==> src/rtl/apb_master_ctrl.sv <==
// APB initiator: turns a valid/ready command port into APB SETUP/ACCESS
// transfers and returns read data and slave error on a one-cycle response
// strobe. It also edge-detects the peripheral IRQ level.
//
// Optional build macro: APB_TIMEOUT_EN
//   defined   - a wait-state watchdog aborts an ACCESS phase after
//               TIMEOUT_CYCLES consecutive PREADY-low cycles.
//   undefined - ACCESS waits indefinitely and rsp_timeout is tied low.
//
// state  | meaning
// -------+-----------------------------------------------------------
// IDLE   | bus idle, cmd_ready high, PSEL/PENABLE low
// SETUP  | APB setup phase, PSEL high, PENABLE low, exactly one cycle
// ACCESS | APB access phase, PSEL/PENABLE high until PREADY (or abort)

module apb_master_ctrl #(
   parameter int ADDR_W         = 5,
   parameter int DATA_W         = 32,
   parameter int TIMEOUT_CYCLES = 255
) (
   input  logic              PCLK,
   input  logic              PRESETN,
   // command side
   input  logic              cmd_valid,
   output logic              cmd_ready,
   input  logic              cmd_write,
   input  logic [ADDR_W-1:0] cmd_addr,
   input  logic [DATA_W-1:0] cmd_wdata,
   // response side
   output logic              rsp_valid,
   output logic [DATA_W-1:0] rsp_rdata,
   output logic              rsp_err,
   output logic              rsp_timeout,
   // APB bus
   output logic [ADDR_W-1:0] PADDR,
   output logic [DATA_W-1:0] PWDATA,
   output logic              PWRITE,
   output logic              PSEL,
   output logic              PENABLE,
   input  logic [DATA_W-1:0] PRDATA,
   input  logic              PREADY,
   input  logic              PSLVERR,
   // interrupt
   input  logic              IRQ,
   output logic              irq_rise
);

   localparam logic [1:0] ST_IDLE   = 2'd0;
   localparam logic [1:0] ST_SETUP  = 2'd1;
   localparam logic [1:0] ST_ACCESS = 2'd2;

   // A zero watchdog limit would abort before the first ACCESS cycle.
   if (TIMEOUT_CYCLES < 1) begin : g_bad_timeout
      $error("apb_master_ctrl: TIMEOUT_CYCLES must be >= 1");
   end

   logic [1:0]        state_q,     state_d;
   logic [ADDR_W-1:0] paddr_q,     paddr_d;
   logic [DATA_W-1:0] pwdata_q,    pwdata_d;
   logic              pwrite_q,    pwrite_d;
   logic              psel_q,      psel_d;
   logic              penable_q,   penable_d;
   logic              rsp_valid_q, rsp_valid_d;
   logic [DATA_W-1:0] rsp_rdata_q, rsp_rdata_d;
   logic              rsp_err_q,   rsp_err_d;
   logic              irq_q;
   logic              irq_rise_q;

   // Watchdog abort request for the current ACCESS cycle (PREADY low only).
   logic              timeout_hit;

`ifdef APB_TIMEOUT_EN
   localparam int WCNT_W = $clog2(TIMEOUT_CYCLES + 1);

   logic [WCNT_W-1:0] wcnt_q, wcnt_d;
   logic              rsp_timeout_q, rsp_timeout_d;
   logic              xfer_done;

   assign timeout_hit = (state_q == ST_ACCESS) && !PREADY &&
                        (wcnt_q == WCNT_W'(TIMEOUT_CYCLES - 1));
   assign xfer_done   = (state_q == ST_ACCESS) && (PREADY || timeout_hit);

   // Wait-state counter: cleared in SETUP, counts PREADY-low ACCESS cycles.
   always_comb begin
      wcnt_d = wcnt_q;
      if (state_q == ST_SETUP) begin
         wcnt_d = '0;
      end else if ((state_q == ST_ACCESS) && !PREADY && !timeout_hit) begin
         wcnt_d = wcnt_q + WCNT_W'(1);
      end
   end

   // Timeout flag follows each completion and holds until the next one.
   always_comb begin
      rsp_timeout_d = rsp_timeout_q;
      if (xfer_done) begin
         rsp_timeout_d = timeout_hit;
      end
   end

   // Watchdog registers.
   always_ff @(posedge PCLK or negedge PRESETN) begin
      if (!PRESETN) begin
         wcnt_q        <= '0;
         rsp_timeout_q <= 1'b0;
      end else begin
         wcnt_q        <= wcnt_d;
         rsp_timeout_q <= rsp_timeout_d;
      end
   end

   assign rsp_timeout = rsp_timeout_q;
`else
   assign timeout_hit = 1'b0;
   assign rsp_timeout = 1'b0;
`endif

   // Transfer sequencing and next values of all registered bus/response outputs.
   always_comb begin
      state_d     = state_q;
      paddr_d     = paddr_q;
      pwdata_d    = pwdata_q;
      pwrite_d    = pwrite_q;
      psel_d      = psel_q;
      penable_d   = penable_q;
      rsp_valid_d = 1'b0;
      rsp_rdata_d = rsp_rdata_q;
      rsp_err_d   = rsp_err_q;

      case (state_q)
         ST_IDLE: begin
            if (cmd_valid) begin
               paddr_d  = cmd_addr;
               pwrite_d = cmd_write;
               if (cmd_write) begin
                  pwdata_d = cmd_wdata;
               end
               psel_d   = 1'b1;
               state_d  = ST_SETUP;
            end
         end
         ST_SETUP: begin
            penable_d = 1'b1;
            state_d   = ST_ACCESS;
         end
         ST_ACCESS: begin
            if (PREADY) begin
               rsp_valid_d = 1'b1;
               rsp_rdata_d = pwrite_q ? '0 : PRDATA;
               rsp_err_d   = PSLVERR;
               psel_d      = 1'b0;
               penable_d   = 1'b0;
               state_d     = ST_IDLE;
            end else if (timeout_hit) begin
               rsp_valid_d = 1'b1;
               rsp_rdata_d = '0;
               rsp_err_d   = 1'b1;
               psel_d      = 1'b0;
               penable_d   = 1'b0;
               state_d     = ST_IDLE;
            end
         end
         default: begin
            psel_d    = 1'b0;
            penable_d = 1'b0;
            state_d   = ST_IDLE;
         end
      endcase
   end

   // FSM, APB bus and response registers.
   always_ff @(posedge PCLK or negedge PRESETN) begin
      if (!PRESETN) begin
         state_q     <= ST_IDLE;
         paddr_q     <= '0;
         pwdata_q    <= '0;
         pwrite_q    <= 1'b0;
         psel_q      <= 1'b0;
         penable_q   <= 1'b0;
         rsp_valid_q <= 1'b0;
         rsp_rdata_q <= '0;
         rsp_err_q   <= 1'b0;
      end else begin
         state_q     <= state_d;
         paddr_q     <= paddr_d;
         pwdata_q    <= pwdata_d;
         pwrite_q    <= pwrite_d;
         psel_q      <= psel_d;
         penable_q   <= penable_d;
         rsp_valid_q <= rsp_valid_d;
         rsp_rdata_q <= rsp_rdata_d;
         rsp_err_q   <= rsp_err_d;
      end
   end

   // IRQ synchroniser stage and rising-edge pulse.
   always_ff @(posedge PCLK or negedge PRESETN) begin
      if (!PRESETN) begin
         irq_q      <= 1'b0;
         irq_rise_q <= 1'b0;
      end else begin
         irq_q      <= IRQ;
         irq_rise_q <= IRQ & ~irq_q;
      end
   end

   assign cmd_ready = (state_q == ST_IDLE);
   assign rsp_valid = rsp_valid_q;
   assign rsp_rdata = rsp_rdata_q;
   assign rsp_err   = rsp_err_q;
   assign PADDR     = paddr_q;
   assign PWDATA    = pwdata_q;
   assign PWRITE    = pwrite_q;
   assign PSEL      = psel_q;
   assign PENABLE   = penable_q;
   assign irq_rise  = irq_rise_q;

endmodule
==> config.mk <==
export PLATFORM = sky130hd
export DESIGN_NAME = apb_master_ctrl
export DESIGN_NICKNAME = d
export VERILOG_FILES = /design/src/rtl/apb_master_ctrl.sv
export SDC_FILE = /design/constraint.sdc
export NUM_CORES = 1
export LEC_CHECK = 0
export ABC_AREA = 1
export BUFFER_PORTS_ARGS = -buffer_cell sky130_fd_sc_hd__buf_2
export CORE_ASPECT_RATIO = 0.8
export CORE_MARGIN = 1
export CORE_UTILIZATION = 50
export CTS_BUF_LIST = sky130_fd_sc_hd__clkbuf_16
export CTS_CLUSTER_SIZE = 14
export DETAILED_ROUTE_END_ITERATION = 12
export HOLD_SLACK_MARGIN = 0.05
export PLACE_DENSITY = 0.83
export SLEW_MARGIN = 40
export SYNTH_ARGS = -nofsm -noshare
export SYNTH_HDL_FRONTEND = slang
export SYNTH_SLANG_ARGS = --single-unit
==> constraint.sdc <==
create_clock -name PCLK -period 2.9 [get_ports PCLK]
set_input_delay 0.145 -clock PCLK [delete_from_list [all_inputs] [get_ports PCLK]]
set_output_delay 0.145 -clock PCLK [all_outputs]
set_load 0.1 [all_outputs]
==> impl_metrics.ini <==
[run_status]
status = finished, final reports clean

[timing]
min_period_over_period_pct = 55.0
finalSetupTns_ns = 0
hold_viol_final = 0
min_period_ns = 1.59
finalMaxSlewViolations = 0
rsz0062_at_grt = no
worst_pin_slew_ns = 0.726
timing.fmax_mhz = 627
finClkSkew_ns = 0.00976
slew_headroom_pct = 51.6
setup_viol = 0

[synth]
syn_area_sq_um = 3230
syn-num-nets = 405
avgSynthCellArea_sq_um = 9.81
synth_top_area_share_pct = 60.5
ys_seq_elements = 78
synth_area_leader_cell = dfrtp_1
yosys-top-cells-count = nand2_1 (122), dfrtp_1 (78), inv_1 (38), o21ai_2 (35), o21ai_1 (26)
async_reset_ff_share_pct = 100
synthFlopType = dfrtp_1
syn_inst = 329
synth_seq_area_share_pct = 60.5
yosysWarnings = 0
synthTopCellsByArea = dfrtp_1 (60%), nand2_1 (14%), o21ai_2 (9.5%), inv_1 (4.4%), o21ai_1 (4.0%)
synth_most_common_cell = nand2_1
ys_types = 18
synth_edf_count = 0

[die]
die_area_sq_um = 6780
rows = 25
die_h_um = 73.9
io_pins = 153
core-area_sq_um = 6070
initial_utilization_pct = 53.2
die_w_um = 91.8

[place]
place_congestion = 0.762
io_buffers = 151
hpwl_um = 4990

[detailed_routing]
routed_wl_um = 7790
initialDrtViolationCount = 95
dr_total_vias = 2743
drcViolationCount = 0
antenna_left = 0
routed_via_density = 4.70
first_pass_iters = 4
routedWlPerCell_um = 13.4

[global_route]
grt_max_degree = 79
first_global_vias = 2578
grt.total_usage_pct = 23.9
overflow = 0
grt_first_pass_wirelength_um = 12300
antenna_found_initial = 0

[clocking]
cts.sinks = 78
max-clock-path-buffers = 2
cts_tree = yes
h-tree-depth = 3
clk_latency_ns = 0.33
numCtsBuffers = 9
cts_root_buf = clkbuf_16
postCtsSetupRepairBufs = 0
clkSlewWorstSetupHoldPaths_ns = 0.06

[final_layout]
fin_nets = 573
synthToLayoutAreaGrowth_pct = 38.2
drive_above_1_share_pct = 41.2
antenna_cells = 0

[setup_path]
cp-end-kind = register
critPathLaunchType = register
critPathMaxFanout = 65
crit_type = reg2reg
arrival_ns = 1.84
required_ns = 3.15

[worst_hold_path]
hp-class = in2reg

[run]
drv_cap = 0
-- what timing repair did --
item,in CTS,in global routing
hold buffers,22,0
setup endpoints to repair,0,0
endpoints found under the hold margin,100,0
resized for setup,0,0
-- worst max-delay path: stages (launching register included) --
cell and delay, ns:
dfrtp_1 0.47, nor2_4 0.08, nand3_2 0.06, buf_4 0.56
nand2_1 0.18, o21ai_1 0.15
-- cell families after synthesis --
kind of cell           synth area share, %
AND/OR/NAND/NOR                       15.7
flip-flops                            60.5
AO/OA/AOI/OAI                         14.4
buffers and inverters                 9.31
other                                0.116
-- stage by stage --
stage / std cells / instance area [sq um] / util (%) / hold slack, ns / setup slack, ns
6_report: 583 / 4460 / 73.5 / 0.0616 / 1.31
3_5_place_dp: 545 / 3950 / 65.1 / 0.223 / 1.37
3_3_place_gp: 545 / 3940 / 65.0 / 0.270 / 1.40
5_1_grt: 583 / 4460 / 73.5 / 0.0522 / 1.20
4_1_cts: 583 / 4460 / 73.5 / 0.0519 / 1.35
2_1_floorplan: 329 / 3230 / - / -0.151 / 1.23
-- flip-flops by register name, indices dropped and copies added (netlist names) --
signal and count:
PSEL 1, state_q 2, PWRITE 1, rsp_valid 1, rsp_err 1, rsp_rdata 32, PWDATA 32, irq_q 1
PADDR 5, irq_rise 1, PENABLE 1
-- routing by layer --
metal / track usage, % / up-vias / wire, um
met5: 0 / - / 0
met4: 6.77 / 0 / 41
met2: 41.8 / 109 / 3780
met1: 28.8 / 1285 / 3400
met3: 7.76 / 4 / 571
li1: - / 1345 / -
-- cell type report --
| class | count | area, sq um |
|---|---|---|
| well taps | 81 | 101 |
| fillers | 468 | 1610 |
| clock buffers | 9 | 225 |
| flip-flops and latches | 78 | 1950 |
| repair buffers | 175 | 997 |
| inverters | 38 | 143 |
| multi-input cells | 195 | 975 |
| clock inverters | 7 | 65.1 |
-- path summary, 6_finish.rpt --
path                                    from             to  slack [ns]  cells past startpoint
worst min register to register         irq_q       irq_rise        0.39                      1
worst max-delay path              state_q[1]     PWDATA[27]        1.31                      5
worst min-delay path            cmd_wdata[4]      PWDATA[4]        0.06                      3
worst max register to register    state_q[1]     PWDATA[27]        1.31                      5
min in group asynchronous            PRESETN  rsp_rdata[19]        0.42                      2
max in group asynchronous            PRESETN     PWDATA[22]        2.01                      2
-- cell usage in the layout, fill, tap and decap left out, drive strengths merged --
master       Yosys  layout
buf             14     153
bufinv           0       1
clkbuf           4       9
clkinv           0       4
conb             1       1
dfrtp           78      78
dlygate4sd3      0      22
inv             38      40
nand2          122     122
nand3            2       2
nand3b           1       1
nor2             2       2
o21ai           65      65
o21bai           1       1
or2              1       1
Power is not shown: default switching activity piles up to over one toggle a cycle in this logic, so the estimate is an artifact.
